**config.mk**
```make
export PLATFORM = sky130hd
export DESIGN_NAME = pipeline_hazard_ctrl_flat
export DESIGN_NICKNAME = d
export VERILOG_FILES = /design/src/rtl/pipeline_hazard_ctrl_pkg.sv /design/src/rtl/pipeline_hazard_ctrl_if.sv /design/src/rtl/pipeline_hazard_ctrl_hazard_match.sv /design/src/rtl/pipeline_hazard_ctrl.sv /design/src/flat_wrapper.sv
export SDC_FILE = /design/constraint.sdc
export NUM_CORES = 1
export LEC_CHECK = 0
export BUFFER_PORTS_ARGS = -buffer_cell sky130_fd_sc_hd__buf_2
export CORE_MARGIN = 3
export CORE_UTILIZATION = 43
export CTS_BUF_LIST = sky130_fd_sc_hd__clkbuf_4 sky130_fd_sc_hd__clkbuf_8
export DETAILED_ROUTE_END_ITERATION = 8
export MAX_ROUTING_LAYER = met4
export PLACE_DENSITY = 0.67
export SLEW_MARGIN = 20
export SYNTH_ARGS = -nofsm -noshare
export SYNTH_HDL_FRONTEND = slang
export SYNTH_HIERARCHICAL = 1
export SYNTH_SLANG_ARGS = --single-unit
```
**constraint.sdc**
```tcl
create_clock -name CLK -period 5 [get_ports CLK]
set_input_delay 0.75 -clock CLK [delete_from_list [all_inputs] [get_ports CLK]]
set_output_delay 0.75 -clock CLK [all_outputs]
set_load 0.005 [all_outputs]
```
**src/rtl/pipeline_hazard_ctrl_pkg.sv**
```systemverilog
// -----------------------------------------------------------------------------
// pipe_ctrl_pkg
// Shared definitions for the pipeline stall/flush scheduler:
//   - syscall drain FSM state encoding (legacy constants + enum view)
//   - REG_ZERO, the hard-wired zero register that never carries a dependency
//   - default drain length
//   - src_hit(): one-source register dependency compare
// -----------------------------------------------------------------------------
package pipe_ctrl_pkg;

  localparam logic [1:0] ST_IDLE    = 2'd0;
  localparam logic [1:0] ST_DRAIN   = 2'd1;
  localparam logic [1:0] ST_NOTIFY  = 2'd2;
  localparam logic [1:0] ST_RELEASE = 2'd3;

  typedef enum logic [1:0] {
    IDLE    = ST_IDLE,
    DRAIN   = ST_DRAIN,
    NOTIFY  = ST_NOTIFY,
    RELEASE = ST_RELEASE
  } state_e;

  localparam logic [4:0] REG_ZERO = 5'd0;

  localparam int DRAIN_CYCLES_DEF = 4;

  // A consumed source depends on a writer when the register numbers agree;
  // $0 is constant, so it can never be a true dependency.
  function automatic logic src_hit(input logic       uses,
                                   input logic [4:0] src,
                                   input logic [4:0] dst);
    return uses && (src == dst) && (src != REG_ZERO);
  endfunction

endpackage

```
**src/rtl/pipeline_hazard_ctrl_if.sv**
```systemverilog
// -----------------------------------------------------------------------------
// pipeline_hazard_ctrl_if
// Bundle between the pipeline datapath and the hazard/stall scheduler.
//   ID_*   : instruction currently decoded in ID
//   EXE_*  : destination of the instruction in EXE
//   MEM_*  : destination of the instruction in MEM
//   Stall_IF/Stall_ID/Bubble_EXE/Flush_IF : per-cycle pipeline control
//   SYS/DrainActive : syscall sequencing status
//   StallCount/RedirectCount : performance counters (CNT_W wide)
// Modports: slave = scheduler side, master = datapath side.
// -----------------------------------------------------------------------------
interface pipeline_hazard_ctrl_if #(
  parameter int CNT_W = 32
);
  logic             ID_Valid_IN;
  logic [4:0]       ID_RegA_IN;
  logic [4:0]       ID_RegB_IN;
  logic             ID_UsesA_IN;
  logic             ID_UsesB_IN;
  logic             ID_Syscall_IN;
  logic             ID_IsLLSC_IN;
  logic             ID_Redirect_IN;
  logic [4:0]       EXE_WriteReg_IN;
  logic             EXE_RegWrite_IN;
  logic             EXE_MemRead_IN;
  logic [4:0]       MEM_WriteReg_IN;
  logic             MEM_RegWrite_IN;

  logic             Stall_IF;
  logic             Stall_ID;
  logic             Bubble_EXE;
  logic             Flush_IF;
  logic             SYS;
  logic             DrainActive;
  logic [CNT_W-1:0] StallCount;
  logic [CNT_W-1:0] RedirectCount;

  modport slave (
    input  ID_Valid_IN, ID_RegA_IN, ID_RegB_IN, ID_UsesA_IN, ID_UsesB_IN,
           ID_Syscall_IN, ID_IsLLSC_IN, ID_Redirect_IN,
           EXE_WriteReg_IN, EXE_RegWrite_IN, EXE_MemRead_IN,
           MEM_WriteReg_IN, MEM_RegWrite_IN,
    output Stall_IF, Stall_ID, Bubble_EXE, Flush_IF, SYS, DrainActive,
           StallCount, RedirectCount
  );

  modport master (
    output ID_Valid_IN, ID_RegA_IN, ID_RegB_IN, ID_UsesA_IN, ID_UsesB_IN,
           ID_Syscall_IN, ID_IsLLSC_IN, ID_Redirect_IN,
           EXE_WriteReg_IN, EXE_RegWrite_IN, EXE_MemRead_IN,
           MEM_WriteReg_IN, MEM_RegWrite_IN,
    input  Stall_IF, Stall_ID, Bubble_EXE, Flush_IF, SYS, DrainActive,
           StallCount, RedirectCount
  );

endinterface

```
**src/rtl/pipeline_hazard_ctrl_hazard_match.sv**
```systemverilog
// -----------------------------------------------------------------------------
// hazard_match
// Combinational load-use (LU) detector for the ID instruction.
// Inputs : ID source registers + use flags, EXE and MEM destinations.
// Output : lu -- ID must wait because a used source is not yet available.
// Build option FORWARDING_EN:
//   defined   : only a load in EXE is a hazard (bypasses cover the rest)
//   undefined : any register writer in EXE or MEM is a hazard
// Writeback is never a hazard: the register file forwards same-cycle data.
// -----------------------------------------------------------------------------
module hazard_match
  import pipe_ctrl_pkg::*;
(
  input  logic       id_valid,
  input  logic [4:0] reg_a,
  input  logic [4:0] reg_b,
  input  logic       uses_a,
  input  logic       uses_b,
  input  logic [4:0] exe_wreg,
  input  logic       exe_reg_write,
  input  logic       exe_mem_read,
  input  logic [4:0] mem_wreg,
  input  logic       mem_reg_write,
  output logic       lu
);

  logic exe_hit;
  logic mem_hit;
  logic exe_haz;
  logic mem_haz;

  assign exe_hit = src_hit(uses_a, reg_a, exe_wreg) | src_hit(uses_b, reg_b, exe_wreg);
  assign mem_hit = src_hit(uses_a, reg_a, mem_wreg) | src_hit(uses_b, reg_b, mem_wreg);

`ifdef FORWARDING_EN
  logic unused_mem_write;
  assign unused_mem_write = mem_reg_write;
  assign exe_haz = exe_reg_write & exe_mem_read;
  assign mem_haz = 1'b0;
`else
  logic unused_mem_read;
  assign unused_mem_read = exe_mem_read;
  assign exe_haz = exe_reg_write;
  assign mem_haz = mem_reg_write;
`endif

  assign lu = id_valid & ((exe_haz & exe_hit) | (mem_haz & mem_hit));

endmodule

```
**src/rtl/pipeline_hazard_ctrl.sv**
```systemverilog
// -----------------------------------------------------------------------------
// pipeline_hazard_ctrl
// Stall/flush scheduler sitting beside ID of the 5-stage MIPS pipeline.
// Ports:
//   CLK   : pipeline clock
//   RESET : synchronous, active-high reset
//   bus   : pipeline_hazard_ctrl_if.slave (ID/EXE/MEM status in,
//           Stall_IF/Stall_ID/Bubble_EXE/Flush_IF/SYS/DrainActive and
//           StallCount/RedirectCount out)
// Parameters:
//   DRAIN_CYCLES (1..7) : bubbles inserted ahead of a syscall before SYS
//   CNT_W               : performance counter width
// Build option: FORWARDING_EN selects the hazard writer set (see hazard_match).
// -----------------------------------------------------------------------------
module pipeline_hazard_ctrl
  import pipe_ctrl_pkg::*;
#(
  parameter int DRAIN_CYCLES = DRAIN_CYCLES_DEF,
  parameter int CNT_W        = 32
) (
  input  logic                  CLK,
  input  logic                  RESET,
  pipeline_hazard_ctrl_if.slave bus
);

  localparam logic [2:0] DRAIN_LOAD = 3'(DRAIN_CYCLES - 1);

  state_e           state_q, state_d;
  logic [2:0]       cnt_q, cnt_d;
  logic             llsc_q, llsc_d;
  logic [CNT_W-1:0] stall_cnt_q, stall_cnt_d;
  logic [CNT_W-1:0] redir_cnt_q, redir_cnt_d;

  logic lu;
  logic start;
  logic stall;
  logic flush;

  hazard_match u_hazard_match (
    .id_valid      (bus.ID_Valid_IN),
    .reg_a         (bus.ID_RegA_IN),
    .reg_b         (bus.ID_RegB_IN),
    .uses_a        (bus.ID_UsesA_IN),
    .uses_b        (bus.ID_UsesB_IN),
    .exe_wreg      (bus.EXE_WriteReg_IN),
    .exe_reg_write (bus.EXE_RegWrite_IN),
    .exe_mem_read  (bus.EXE_MemRead_IN),
    .mem_wreg      (bus.MEM_WriteReg_IN),
    .mem_reg_write (bus.MEM_RegWrite_IN),
    .lu            (lu)
  );

  always_comb begin
    // NOTE: every always_comb output gets a default first so no path can
    // leave it unassigned and infer a latch.
    state_d = state_q;
    cnt_d   = cnt_q;
    llsc_d  = llsc_q;
    start   = 1'b0;
    stall   = 1'b0;

    unique case (state_q)
      IDLE: begin
        // A syscall outranks a load-use: both stall, but only the syscall
        // starts the drain.
        if (bus.ID_Valid_IN && bus.ID_Syscall_IN) begin
          start   = 1'b1;
          stall   = 1'b1;
          llsc_d  = bus.ID_IsLLSC_IN;
          cnt_d   = DRAIN_LOAD;
          // With a single drain cycle the start cycle is the only bubble,
          // so NOTIFY follows immediately.
          state_d = (DRAIN_LOAD == 3'd0) ? NOTIFY : DRAIN;
        end else begin
          stall = lu;
        end
      end
      DRAIN: begin
        stall = 1'b1;
        cnt_d = cnt_q - 3'd1;
        if (cnt_d == 3'd0) state_d = NOTIFY;
      end
      NOTIFY: begin
        stall   = 1'b1;
        state_d = RELEASE;
      end
      RELEASE: begin
        // The syscall leaves ID now; whatever sits in ID is not re-examined.
        state_d = IDLE;
      end
      default: state_d = IDLE;
    endcase

    flush       = bus.ID_Valid_IN & bus.ID_Redirect_IN & ~stall;
    stall_cnt_d = stall_cnt_q + {{(CNT_W-1){1'b0}}, stall};
    redir_cnt_d = redir_cnt_q + {{(CNT_W-1){1'b0}}, flush};
  end

  always_ff @(posedge CLK) begin
    // NOTE: sequential state uses non-blocking assignments so every flop
    // samples pre-edge values regardless of statement order.
    if (RESET) begin
      state_q     <= IDLE;
      cnt_q       <= 3'd0;
      llsc_q      <= 1'b0;
      stall_cnt_q <= '0;
      redir_cnt_q <= '0;
    end else begin
      state_q     <= state_d;
      cnt_q       <= cnt_d;
      llsc_q      <= llsc_d;
      stall_cnt_q <= stall_cnt_d;
      redir_cnt_q <= redir_cnt_d;
    end
  end

  assign bus.Stall_IF      = stall;
  assign bus.Stall_ID      = stall;
  assign bus.Bubble_EXE    = stall;
  assign bus.Flush_IF      = flush;
  // LL/SC kind is captured at sequence start so SYS depends on flops only.
  assign bus.SYS           = (state_q == NOTIFY) & ~llsc_q;
  assign bus.DrainActive   = (state_q != IDLE);
  assign bus.StallCount    = stall_cnt_q;
  assign bus.RedirectCount = redir_cnt_q;

  logic unused_start;
  assign unused_start = start;

endmodule

```
**src/flat_wrapper.sv**
```systemverilog
// flat-port wrapper written by rule: the top's interface ports become plain ports
module pipeline_hazard_ctrl_flat import pipe_ctrl_pkg::*;
#(
  parameter int DRAIN_CYCLES = DRAIN_CYCLES_DEF,
  parameter int CNT_W        = 32
)
  (CLK, RESET, bus_ID_Valid_IN, bus_ID_RegA_IN, bus_ID_RegB_IN, bus_ID_UsesA_IN, bus_ID_UsesB_IN, bus_ID_Syscall_IN, bus_ID_IsLLSC_IN, bus_ID_Redirect_IN, bus_EXE_WriteReg_IN, bus_EXE_RegWrite_IN, bus_EXE_MemRead_IN, bus_MEM_WriteReg_IN, bus_MEM_RegWrite_IN, bus_Stall_IF, bus_Stall_ID, bus_Bubble_EXE, bus_Flush_IF, bus_SYS, bus_DrainActive, bus_StallCount, bus_RedirectCount);
  pipeline_hazard_ctrl_if #(.CNT_W(CNT_W)) bus_i ();
  input  logic CLK;
  input  logic RESET;
  input wire logic [$bits(bus_i.ID_Valid_IN)-1:0] bus_ID_Valid_IN;
  input wire logic [$bits(bus_i.ID_RegA_IN)-1:0] bus_ID_RegA_IN;
  input wire logic [$bits(bus_i.ID_RegB_IN)-1:0] bus_ID_RegB_IN;
  input wire logic [$bits(bus_i.ID_UsesA_IN)-1:0] bus_ID_UsesA_IN;
  input wire logic [$bits(bus_i.ID_UsesB_IN)-1:0] bus_ID_UsesB_IN;
  input wire logic [$bits(bus_i.ID_Syscall_IN)-1:0] bus_ID_Syscall_IN;
  input wire logic [$bits(bus_i.ID_IsLLSC_IN)-1:0] bus_ID_IsLLSC_IN;
  input wire logic [$bits(bus_i.ID_Redirect_IN)-1:0] bus_ID_Redirect_IN;
  input wire logic [$bits(bus_i.EXE_WriteReg_IN)-1:0] bus_EXE_WriteReg_IN;
  input wire logic [$bits(bus_i.EXE_RegWrite_IN)-1:0] bus_EXE_RegWrite_IN;
  input wire logic [$bits(bus_i.EXE_MemRead_IN)-1:0] bus_EXE_MemRead_IN;
  input wire logic [$bits(bus_i.MEM_WriteReg_IN)-1:0] bus_MEM_WriteReg_IN;
  input wire logic [$bits(bus_i.MEM_RegWrite_IN)-1:0] bus_MEM_RegWrite_IN;
  output wire logic [$bits(bus_i.Stall_IF)-1:0] bus_Stall_IF;
  output wire logic [$bits(bus_i.Stall_ID)-1:0] bus_Stall_ID;
  output wire logic [$bits(bus_i.Bubble_EXE)-1:0] bus_Bubble_EXE;
  output wire logic [$bits(bus_i.Flush_IF)-1:0] bus_Flush_IF;
  output wire logic [$bits(bus_i.SYS)-1:0] bus_SYS;
  output wire logic [$bits(bus_i.DrainActive)-1:0] bus_DrainActive;
  output wire logic [$bits(bus_i.StallCount)-1:0] bus_StallCount;
  output wire logic [$bits(bus_i.RedirectCount)-1:0] bus_RedirectCount;
  assign bus_i.ID_Valid_IN = bus_ID_Valid_IN;
  assign bus_i.ID_RegA_IN = bus_ID_RegA_IN;
  assign bus_i.ID_RegB_IN = bus_ID_RegB_IN;
  assign bus_i.ID_UsesA_IN = bus_ID_UsesA_IN;
  assign bus_i.ID_UsesB_IN = bus_ID_UsesB_IN;
  assign bus_i.ID_Syscall_IN = bus_ID_Syscall_IN;
  assign bus_i.ID_IsLLSC_IN = bus_ID_IsLLSC_IN;
  assign bus_i.ID_Redirect_IN = bus_ID_Redirect_IN;
  assign bus_i.EXE_WriteReg_IN = bus_EXE_WriteReg_IN;
  assign bus_i.EXE_RegWrite_IN = bus_EXE_RegWrite_IN;
  assign bus_i.EXE_MemRead_IN = bus_EXE_MemRead_IN;
  assign bus_i.MEM_WriteReg_IN = bus_MEM_WriteReg_IN;
  assign bus_i.MEM_RegWrite_IN = bus_MEM_RegWrite_IN;
  assign bus_Stall_IF = bus_i.Stall_IF;
  assign bus_Stall_ID = bus_i.Stall_ID;
  assign bus_Bubble_EXE = bus_i.Bubble_EXE;
  assign bus_Flush_IF = bus_i.Flush_IF;
  assign bus_SYS = bus_i.SYS;
  assign bus_DrainActive = bus_i.DrainActive;
  assign bus_StallCount = bus_i.StallCount;
  assign bus_RedirectCount = bus_i.RedirectCount;
  pipeline_hazard_ctrl #(.DRAIN_CYCLES(DRAIN_CYCLES), .CNT_W(CNT_W)) u_core (.CLK(CLK), .RESET(RESET), .bus(bus_i));
endmodule
```
==> key figures, run 1 <==
STA
  • Least-Margin Pin Slew: a little under 900 ps
  • Slew Limit Fails: 0
  • Setup TNS Final: 0 ps
  • Fin. Hold Viols: 0
  • Worst Skew: between 10 and 15 ps
  • Period Utilization, post-route: a little over four fifths
  • # setup viols final: 0
  • Fmax: 239 MHz
  • Rel. slew slack: between 40% and 50%
  • RSZ-0062 raised after global routing: false
  • Tmin final: 4190 ps
  • Setup ws final: approximately 810 ps

Power and ir drop
  • Flop pwr share: a little under half
  • Logic pwr share: about a fifth
  • Pint: approximately 0.00094 W
  • Tot Pwr: between 0.001 and 0.0015 W
  • Clock group share of total power: between 30% and 40%
  • Leak: about 1.7 nW
  • Max VDD drop: roughly 0.00014 V
  • Net switching power: 0.000365 W
  • Power Dens Cells: 298 nW/um2
  • Switch share: between 20% and 30%

Worst hold path
  • Hold EP: u_core/bus.RedirectCount[31]$_SDFF_PP0_
  • WHS Path Cells: 2
  • Hold crit path type: register to register
  • Min-Delay Startpoint: u_core/bus.RedirectCount[31]$_SDFF_PP0_

Finish
  • Area growth syn-to-layout: 20.1%
  • # diodes: 0
  • NumNets Final: between 500 and 600
  • Share of cells above drive strength 1: 23.7%
  • Finished Layout Cells: roughly 630
  • Post-route cell area: about 4400 um2

Clocking
  • Max clock buf depth: 2
  • H-tree lvl count: 3
  • Reg clk slew, reported paths: 70 ps
  • Skew-Pair Late Insertion Delay: approximately 330 ps
  • Quantity of hold-fixing buffers added after cts: 0
  • CTS tree: done
  • Sink Count: 70
  • Post-CTS Setup Bufs: 0
  • CTS Root Cell: clkbuf_8
  • Num CTS Buffers: 9
  • Post-CTS Resized: 0

Floorplanning
  • # IOs: slightly above 100
  • Die width: 98.2 um
  • Row count: 32
  • Starting Density: 45.9%
  • Die area: about 9600 um2
  • Die height: 98.2 um
  • Core area: roughly 8000 um2

Yosys
  • Synth Register Bits: 70
  • Syn nets: between 400 and 500
  • Synth cell types: 39
  • Mapped Cells: between 400 and 500
  • Synthesized area: 3650 um2
  • Register area share after synthesis: 38.3%
  • Syn_area_per_cell: ~8.4 um2
  • Post-synth EDFFs: 0
  • Main synth FF type: dfxtp_1
  • YS warnings: 6
  • Synth async-reset ratio: 0%

Worst setup path
  • WP buf/inv: 1
  • Worst setup path category: input port to register
  • Worst EP arrival: about 4400 ps
  • CP startpoint kind: input port
  • Worst r2r src: u_core/state_q[0]$_SDFFE_PP0P_
  • R2R Setup Slk: approximately 1500 ps
  • R2R cell count: 10
  • CP peak stage delay: between 600 and 700 ps
  • Crit. End Element: register
  • Worst R2R End: u_core/bus.StallCount[22]$_SDFF_PP0_
  • Worst EP required: 5250 ps
  • CP Max Fanout: 15
  • Worst path slowest cell: or4_1
  • Kind of cell adding the most delay to the critical path: simple AND/OR/NAND/NOR gates
  • Worst path most repeated cell: or4_1
  • Worst path cell trace: buf_2 > or4_1 > o21ai_1 > nor4_1 > o21ai_1 > a21boi_1 > a21o_1 > a21oi_1 > nor2_1 > nor2_1 > ha_1 > ha_1 > nand4_1 > or4_1 > or4_1 > a21oi_1

Detailed routing
  • Vias: 3472
  • Vias per Instance: about 5.5
  • DRC Markers: 0
  • Wire length per cell: 13.6 um
  • Initial DRC count: 136
  • Routed wire length: roughly 8.6 mm
  • 1st-pass router iterations: 4
  • Post-route ant nets: 0

Placed design
  • GPL Wtd Cong: approximately 0.85
  • Dpl cells: 620
  • DP Area: about 4200 um2
  • Detail Placement HPWL: between 6 and 7 mm
  • Pre-CTS setup slack: approximately 490 ps
  • IO buf count: about 100

Global route
  • Initial antenna violation count: 0
  • Pin count of the biggest net entering global routing: 48
  • First-pass GRT wire length: between 10 and 15 mm
  • Remaining Overflow, GRT: 0
  • Vias in the first global route: around 3300
  • Gr usage total: between 10% and 20%

Run status
  • Status: complete, no violations

Job
  • Max Cap Viol: 0
[stage by stage]
stage	utilization [%]	hold slack, ps
2_1_floorplan	-	464
3_3_place_gp	52.8	467
3_5_place_dp	52.8	483
4_1_cts	55.1	493
5_1_grt	55.1	526
6_report	55.1	483
[power by group through the flow]
stage          combinational (W)  clock [W]  sequential (W)
6_report                0.000270   0.000429        0.000609
5_1_grt                 0.000303   0.000470        0.000613
4_1_cts                 0.000274   0.000444        0.000610
3_5_place_dp            0.000272          0        0.000622
3_3_place_gp            0.000264          0        0.000620
2_1_floorplan           0.000193          0        0.000617
[final cells by class]
class | instances | area [um2]
clock buffer | 11 | 145
clock inverter | 2 | 35.0
fill | 763 | 3580
inverter | 14 | 52.6
multi-input combinational | 333 | 2120
sequential | 70 | 1400
tap | 102 | 128
timing repair buffer | 101 | 510
[worst min-delay path, cell delays in order, from the launching register on]
cell and delay, ps:
dfxtp_1 320, o31ai_1 60, a21oi_1 50
[metal layers]
| metal | vias up | wire, um | GRT usage [%] |
|---|---|---|---|
| met5 | - | 0 | - |
| met4 | 0 | 21 | 3.89 |
| met3 | 2 | 490 | 4.71 |
| met2 | 91 | 4090 | 30.1 |
| met1 | 1623 | 4010 | 22.8 |
| li1 | 1756 | - | - |
[cell families (layout without fill, tap and decap cells)]
| kind of cell | Yosys count | count (layout) | synth area share [%] |
|---|---|---|---|
| flip-flops | 70 | 70 | 38.3 |
| multiplexers | 6 | 6 | 1.81 |
| AND/OR/NAND/NOR | 191 | 191 | 28.9 |
| adder cells (fa/ha/maj) | 12 | 12 | 4.11 |
| buffers and inverters | 32 | 128 | 3.77 |
| XOR/XNOR | 46 | 46 | 11.0 |
| AO/OA/AOI/OAI | 78 | 78 | 12.0 |
[worst max-delay path by stage]
stage | start | endpoint | slack [ps] | cells past startpoint
global placement | bus_ID_RegB_IN[0] | u_core/bus.RedirectCount[28]$_SDFF_PP0_ | 520 | 16
detailed placement | bus_ID_RegB_IN[0] | u_core/bus.RedirectCount[26]$_SDFF_PP0_ | 490 | 16
global route | bus_ID_RegB_IN[0] | u_core/bus.RedirectCount[29]$_SDFF_PP0_ | 530 | 15
floorplan | bus_ID_RegB_IN[0] | u_core/bus.RedirectCount[22]$_SDFF_PP0_ | 900 | 17
CTS | bus_ID_RegB_IN[0] | u_core/bus.RedirectCount[28]$_SDFF_PP0_ | 830 | 16
finish | bus_ID_RegB_IN[0] | u_core/bus.RedirectCount[26]$_SDFF_PP0_ | 810 | 16
[cell usage in the layout (no fill, tap or decap), drive strengths merged, types with 12 or more instances in the layout]
cell type / n
or4: 19
buf: 101
nor2: 38
xnor2: 25
inv: 14
or3: 20
xor2: 21
ha: 12
nand2: 24
nor4: 14
o21ai: 27
a21oi: 34
dfxtp: 70
nand4: 18
nand3: 26
[flip-flops by register name (all words and copies together), names as in the netlist]
| register | count |
|---|---|
| u_core/bus.RedirectCount | 32 |
| u_core/bus.StallCount | 32 |
| u_core/cnt_q | 3 |
| u_core/state_q | 2 |
| u_core/llsc_q | 1 |
[Yosys cell counts, types with 4 or more instances]
master / instances / share of area (%)
nor2_1: 38 / 3.9
or4_1: 19 / 3.9
mux2_2: 5 / 1.5
nand4_1: 17 / 2.9
nor2b_1: 11 / 1.9
ha_1: 12 / 4.1
dfxtp_1: 70 / 38
clkbuf_1: 12 / 1.2
or3_1: 17 / 2.9
and4_1: 4 / 0.96
nand3_1: 26 / 3.6
nand2_1: 24 / 2.5
nor4_1: 14 / 2.4
and2_1: 5 / 0.86
a21oi_1: 34 / 4.7
xnor2_1: 25 / 6.0
o21ai_0: 23 / 3.1
o31ai_1: 11 / 2.3
nor3_1: 5 / 0.68
xor2_1: 21 / 5.0
inv_1: 14 / 1.4
Power figures use the tool's default switching activity.
==> run 2, diff against run 1 <==
==> constraint.sdc (replaced) <==
create_clock -name CLK -period 4 [get_ports CLK]
set_input_delay 0.6 -clock CLK [delete_from_list [all_inputs] [get_ports CLK]]
set_output_delay 0.6 -clock CLK [all_outputs]
set_load 0.005 [all_outputs]
==> run 2 against run 1 <==
- cell count is 3.5% higher
- die area is the same
- combinational power is 34% higher
- routed wire length increased by 3.4%
- clock power increased by 38%
- non-clock buffer count rose by 19
- sequential share of layout area is 1.2 points lower
- worst hold slack gained 3.2 ps
- register-to-register slack lost 670 ps
- total power up 31%
- worst setup slack lost 540 ps
- critical endpoint unchanged
- largest power group unchanged
- highest routed layer unchanged
==> key figures, run 2 (synthesis results as in run 1) <==
Worst setup path
  • R2R Setup Slk: 860 ps (-670 ps)
  • Worst EP arrival: 4000 ps (-440 ps)
  • Worst r2r src: u_core/state_q[0]$_SDFFE_PP0P_
  • Worst R2R End: u_core/bus.StallCount[26]$_SDFF_PP0_
  • Launch point of the critical path: bus_ID_RegB_IN[0]
  • CP Max Fanout: 9 (-6)
  • Worst setup path category: input port to register
  • Worst EP required: 4270 ps (-980 ps)
  • Critical Path Sink: u_core/bus.RedirectCount[26]$_SDFF_PP0_
  • R2R cell count: 12 (+2)
  • Crit. End Element: register
  • CP startpoint kind: input port

Floorplanning
  • Core area: 7970 um2 (unchanged)
  • Starting Density: 45.9% (unchanged)
  • Die height: 98.2 um (unchanged)
  • Die area: 9640 um2 (unchanged)
  • Die width: 98.2 um (unchanged)
  • Row count: 32 (unchanged)
  • # IOs: 101 (unchanged)

Global route
  • First-pass GRT wire length: 14.7 mm (+0.90%)
  • Pin count of the biggest net entering global routing: 58 (+21%)
  • Remaining Overflow, GRT: 0 (unchanged)
  • Gr usage total: 18.5% (+0.17 points)
  • Vias in the first global route: 3257 (+0.18%)
  • Initial antenna violation count: 0 (unchanged)

Detailed routing
  • Wire length per cell: 13.6 um (about the same)
  • DRC Markers: 0 (unchanged)
  • Post-route ant nets: 0 (unchanged)
  • Routed wire length: 8.91 mm (+3.4%)
  • 1st-pass router iterations: 4 (unchanged)
  • Initial DRC count: 120 (-12%)
  • Vias per Instance: 5.35 (-2.6%)
  • Vias: 3501 (+0.84%)

STA
  • Period Utilization, post-route: 93.1%
  • Tmin final: roughly 3700 ps
  • Fmax: 268 MHz
  • Worst Skew: 15.2 ps (+3.91 ps)
  • Fin. Hold Viols: 0 (unchanged)
  • Slew Limit Fails: 0 (unchanged)
  • Least-Margin Pin Slew: 1040 ps (+166 ps)
  • RSZ-0062 raised after global routing: false
  • # setup viols final: 0 (unchanged)
  • Rel. slew slack: 30.5% (-11 points)

Power and ir drop
  • Tot Pwr: 0.00171 W (+31%)
  • Switch share: 28.0% (+0.16 points)
  • Max VDD drop: 0.000193 V (+33%)
  • Flop pwr share: 44.5% (-2.1 points)
  • Logic pwr share: 21.0% (+0.4 points)
  • Clock group share of total power: 34.5% (+1.7 points)
  • Net switching power: 0.000481 W (+32%)
  • Power Dens Cells: 376 nW/um2 (+26%)
  • Leak: 1.84 nW (+5.7%)
  • Pint: 0.00123 W (+31%)

Finish
  • Most common cell after layout, fill and taps aside: buf_2
  • # diodes: 0 (unchanged)
  • Commonest cells after routing, fill and taps aside: buf_2, dfxtp_1, nor2_1, a21oi_1, nand3_1
  • Area growth syn-to-layout: 24.8%
  • Share of cells above drive strength 1: 26.8% (+3.0 points)
  • NumNets Final: 591 (+3.3%)
  • Finished Layout Cells: 655 (+3.5%)

Clocking
  • CTS Root Cell: clkbuf_8
  • Post-CTS Resized: 0 (unchanged)
  • Max clock buf depth: 2 (unchanged)
  • H-tree lvl count: 3 (unchanged)
  • Skew-Pair Late Insertion Delay: 340 ps (about the same)
  • Reg clk slew, reported paths: 80 ps (about the same)
  • Quantity of hold-fixing buffers added after cts: 0 (unchanged)
  • Post-CTS Setup Bufs: 0 (unchanged)
  • CTS tree: done
  • Num CTS Buffers: 9 (unchanged)
  • Sink Count: 70 (unchanged)

Job
  • Max Cap Viol: 0 (unchanged)

Run status
  • Status: complete, no violations

Placed design
  • Detail Placement HPWL: 6.52 mm (+3.0%)
  • GPL Wtd Cong: 0.825 (-3.1%)
  • IO buf count: 99 (unchanged)
  • Dpl cells: 639 (+3.1%)

Worst hold path
  • Hold crit path type: register to register
[run 2: layout make-up]
cell class / instances / area, um2
sequential: 70 / 1400
clock buffer: 13 / 166
inverter: 14 / 52.6
multi-input combinational: 333 / 2120
timing repair buffer: 120 / 653
fill: 777 / 3410
tap: 102 / 128
clock inverter: 3 / 42.5
[run 2: metrics by stage]
| step | cell area (um2) | worst slack [ps] | utilization (%) | setup TNS [ps] | hold WS (ps) |
|---|---|---|---|---|---|
| after floorplan | 3650 | 51.9 | - | 0 | 464 |
| after global placement | 4350 | -23.0 | 54.6 | -87.6 | 469 |
| after detailed placement | 4350 | -36.5 | 54.6 | -171 | 475 |
| after CTS | 4560 | 301 | 57.2 | 0 | 487 |
| after global routing | 4560 | 55.1 | 57.2 | 0 | 485 |
| final | 4560 | 275 | 57.2 | 0 | 486 |
[run 2: how the worst min path moves through the flow]
stage | from | endpoint | cells past startpoint
finish | u_core/bus.RedirectCount[31]$_SDFF_PP0_ | u_core/bus.RedirectCount[31]$_SDFF_PP0_ | 2
global route | bus_ID_IsLLSC_IN | u_core/llsc_q$_SDFFE_PP0P_ | 3
CTS | u_core/bus.RedirectCount[31]$_SDFF_PP0_ | u_core/bus.RedirectCount[31]$_SDFF_PP0_ | 2
detailed placement | u_core/bus.RedirectCount[31]$_SDFF_PP0_ | u_core/bus.RedirectCount[31]$_SDFF_PP0_ | 2
global placement | u_core/bus.RedirectCount[31]$_SDFF_PP0_ | u_core/bus.RedirectCount[31]$_SDFF_PP0_ | 2
floorplan | u_core/llsc_q$_SDFFE_PP0P_ | u_core/llsc_q$_SDFFE_PP0P_ | 2
[run 2: power by group through the flow]
stage	sequential [W]	combinational [W]	clock, W
2_1_floorplan	0.000772	0.000241	0
3_3_place_gp	0.000776	0.000352	0
3_5_place_dp	0.000778	0.000361	0
4_1_cts	0.000763	0.000364	0.000611
5_1_grt	0.000767	0.000406	0.000637
6_report	0.000762	0.000361	0.000591
[run 2: per-layer routing]
| metal | vias to the layer above | track usage [%] | wire, um |
|---|---|---|---|
| li1 | 1788 | - | - |
| met1 | 1639 | 23.0 | 4200 |
| met2 | 70 | 29.9 | 4320 |
| met3 | 4 | 4.50 | 366 |
| met4 | 0 | 5.36 | 23 |
| met5 | - | - | 0 |
[run 2: worst max-delay path, cell delays in order]
cell	delay (ps)
buf_2	100
or4_1	500
o21ai_1	200
nor4_1	90
o21ai_1	150
a21boi_1	80
a21o_1	150
a21oi_1	150
nor2_1	70
nor2_1	100
buf_4	140
ha_1	140
ha_1	160
nand4_1	90
or4_1	570
or4_1	550
a21oi_1	150
==> run 3, diff against run 2 <==
--- a/config.mk
+++ b/config.mk
@@ -15,5 +15,4 @@
 export SLEW_MARGIN = 20
 export SYNTH_ARGS = -nofsm -noshare
 export SYNTH_HDL_FRONTEND = slang
-export SYNTH_HIERARCHICAL = 1
 export SYNTH_SLANG_ARGS = --single-unit
==> run 3 against run 2 <==
- combinational power fell by 12%
- register-to-register slack better by 200 ps
- worst hold slack improved by 0.56 ps
- area after synthesis is 2.9% lower
- via count decreased by 7.8%
- sequential share of layout area grew 1.7 points
- die area is 2.7% lower
- global-route usage down 0.93 points
==> key figures, run 3 <==
Job
  • Max Cap Viol: 0 (unchanged)

STA
  • RSZ-0062 raised after global routing: false
  • Fmax: 314 MHz (+17%)
  • Rel. slew slack: 41.0% (+11 points)
  • Final hold slack: 487 ps (+0.563 ps)
  • Setup TNS Final: 0 ps (unchanged)
  • Worst Skew: 11.5 ps (-3.74 ps)
  • Slew Limit Fails: 0 (unchanged)
  • # setup viols final: 0 (unchanged)
  • Setup ws final: 814 ps (+539 ps)
  • Fin. Hold Viols: 0 (unchanged)
  • Period Utilization, post-route: 79.7% (-13 points)
  • Least-Margin Pin Slew: 885 ps (-158 ps)
  • Tmin final: 3190 ps (-539 ps)

Finish
  • Share of cells above drive strength 1: 24.5% (-2.3 points)
  • Area growth syn-to-layout: 21.6%
  • Most common cell after layout, fill and taps aside: buf_2
  • Commonest cells after routing, fill and taps aside: buf_2, dfxtp_1, nor2_1, xnor2_1, xor2_1
  • Post-route cell area: 4320 um2 (-5.3%)
  • FF/Latch Area: 1400 um2 (unchanged)
  • Fill cells: 756 (-2.7%)
  • # diodes: 0 (unchanged)
  • Finished Layout Cells: 621 (-5.2%)
  • Multi-input logic area: 2030 um2 (-4.0%)
  • NumNets Final: 556 (-5.9%)

Yosys
  • Main synth FF type: dfxtp_1
  • Post-synth top area share: 39.5% (+1.1 points)
  • Synth area leaders: dfxtp_1, xnor2_1, xor2_1, nor2_1, ha_1
  • Most frequent cell after synthesis: dfxtp_1
  • Compound-cell area share of the yosys netlist: 5.39% (-6.6 points)
  • Simple-Gate Fraction of Synth Area: 29.4% (+0.47 points)
  • Cell type with the largest total area after synthesis: dfxtp_1
  • YS warnings: 0 (-6)
  • Syn nets: 456 (-4.6%)
  • Post-synth EDFFs: 0 (unchanged)
  • Synth async-reset ratio: 0% (unchanged)
  • Mapped Cells: 414 (-4.8%)
  • Area share of fa/ha/maj cells after synthesis: 3.88% (-0.23 points)
  • Commonest cells post-synth: dfxtp_1, nor2_1, xnor2_1, xor2_1
  • Synthesized area: 3550 um2 (-2.9%)
  • Synth cell types: 38 (-2.6%)
  • Synth Register Bits: 70 (unchanged)
  • Synth Area in XOR/XNOR: 18.0% (+7.0 points)
  • Mux contribution to synthesized area: 0.564% (-1.3 points)
  • Syn_area_per_cell: 8.57 um2 (+2.1%)
  • Largest family of logic cells by synthesized area: simple AND/OR/NAND/NOR gates
  • Register area share after synthesis: 39.5% (+1.1 points)

Floorplanning
  • Die area: 9380 um2 (-2.7%)
  • Row count: 32 (unchanged)
  • Starting Density: 45.0% (-0.87 points)
  • # IOs: 101 (unchanged)
  • Die width: 96.9 um (-1.4%)
  • Core area: 7890 um2 (-1.0%)
  • Die height: 96.9 um (-1.4%)

Worst setup path
  • CP Max Fanout: 11 (+2)
  • Worst EP required: 4190 ps (-80 ps)
  • Crit. End Element: register
  • Worst setup path category: input port to register
  • Launch point of the critical path: bus_ID_RegB_IN[0]
  • Worst r2r src: u_core.state_q[0]$_SDFFE_PP0P_
  • CP startpoint kind: input port
  • R2R cell count: 12 (unchanged)
  • R2R Setup Slk: 1060 ps (+200 ps)
  • Worst EP arrival: 3380 ps (-620 ps)

Clocking
  • Reg clk slew, reported paths: 70 ps (about the same)
  • CTS tree: done
  • CTS Root Cell: clkbuf_8
  • H-tree lvl count: 3 (unchanged)
  • Quantity of hold-fixing buffers added after cts: 0 (unchanged)
  • Max clock buf depth: 2 (unchanged)
  • Post-CTS Setup Bufs: 0 (unchanged)
  • Post-CTS Resized: 0 (unchanged)
  • Skew-Pair Late Insertion Delay: 340 ps (about the same)
  • Sink Count: 70 (unchanged)
  • Num CTS Buffers: 9 (unchanged)

Detailed routing
  • Post-route ant nets: 0 (unchanged)
  • Wire length per cell: 12.9 um (-5.5%)
  • Vias: 3228 (-7.8%)
  • Routed wire length: 7.99 mm (-10%)
  • Initial DRC count: 101 (-16%)
  • 1st-pass router iterations: 4 (unchanged)
  • Vias per Instance: 5.20 (-2.7%)
  • DRC Markers: 0 (unchanged)

Placed design
  • Detail Placement HPWL: 5.92 mm (-9.3%)
  • IO buf count: 99 (unchanged)
  • Pre-CTS setup slack: 392 ps (+428 ps)
  • Dpl cells: 605 (-5.3%)
  • DP Area: 4130 um2 (-5.0%)
  • GPL Wtd Cong: 0.863 (+4.5%)

Global route
  • Vias in the first global route: 3030 (-7.0%)
  • Pin count of the biggest net entering global routing: 49 (-16%)
  • M1 GR Usage: 22.1% (-0.91 points)
  • Gr usage total: 17.6% (-0.93 points)
  • Routing usage on met3: 4.40% (-0.10 points)
  • Initial antenna violation count: 0 (unchanged)
  • First-pass GRT wire length: 13.7 mm (-7.0%)
  • Remaining Overflow, GRT: 0 (unchanged)
  • Met2 Use GR: 27.7% (-2.2 points)
  • Top Usage Layer GRT: met2

Run status
  • Status: complete, no violations

Worst hold path
  • WHS Path Cells: 2 (unchanged)
  • Min-Delay Startpoint: u_core.cnt_q[2]$_SDFFE_PP0P_
  • Hold crit path type: register to register

Power and ir drop
  • Leak: 1.82 nW (-1.0%)
  • Max VDD drop: 0.000202 V (+4.7%)
  • Power Dens Cells: 370 nW/um2 (-1.6%)
==> run 3: cell count changes after synthesis, moves of 6 or more <==
cell / delta
xor2_1: +11
o21ai_0: -15
or4_1: -15
xnor2_1: +16
o31ai_1: -8
nand4_1: -7
a21oi_1: -22
or3_1: -15
nor3_1: +10
nor2_1: +31
nor2b_1: -6
==> run 3: path summary, 6_finish.rpt <==
kind,endpoint
setup / recovery,u_core.bus.RedirectCount[30]$_SDFF_PP0_
hold / removal,u_core.cnt_q[2]$_SDFFE_PP0P_
setup reg to reg,u_core.bus.RedirectCount[30]$_SDFF_PP0_
hold reg to reg,u_core.cnt_q[2]$_SDFFE_PP0P_
==> run 3: routing by layer <==
metal	part of all wire [%]	routed length, um	up-vias
li1	-	-	1627
met1	47	3720	1487
met2	46	3690	101
met3	5.6	445	13
met4	1.7	132	0
met5	0	0	-
==> run 3: critical path: stages <==
cell	delay, ps
buf_2	130
or4_1	510
o21ai_0	240
o21ai_0	130
o31ai_1	360
ha_1	300
ha_1	260
nand3_1	90
buf_4	190
nor4_1	350
xnor2_1	160
nor2_1	50
==> run 3: cell type report <==
cell class,instances,share of cell area [%]
clock buffer,13,3.86
clock inverter,3,0.435
inverter,14,1.22
multi-input combinational,317,47.1
sequential,70,32.5
tap,102,2.96
timing repair buffer,102,12.0
==> run 3: kinds of logic (layout without fill, tap and decap cells) <==
group | count (synthesis) | in the layout
flip-flops | 70 | 70
XOR/XNOR | 73 | 73
buffers and inverters | 27 | 132
AND/OR/NAND/NOR | 200 | 200
multiplexers | 2 | 2
adder cells (fa/ha/maj) | 11 | 11
AO/OA/AOI/OAI | 31 | 31
==> run 3: stage by stage <==
stage                     power (W)  utilization (%)
after global routing        0.00171             54.7
after floorplan            0.000996                -
final                       0.00160             54.7
after CTS                   0.00162             54.7
after detailed placement    0.00109             52.4
after global placement      0.00108             52.4
==> run 3: where the power goes <==
| group | leakage [nW] | switching (W) | internal, W |
|---|---|---|---|
| combinational | 1.16 | 0.000175 | 0.000143 |
| sequential | 0.565 | 0.0000236 | 0.000729 |
| clock | 0.100 | 0.000253 | 0.000272 |
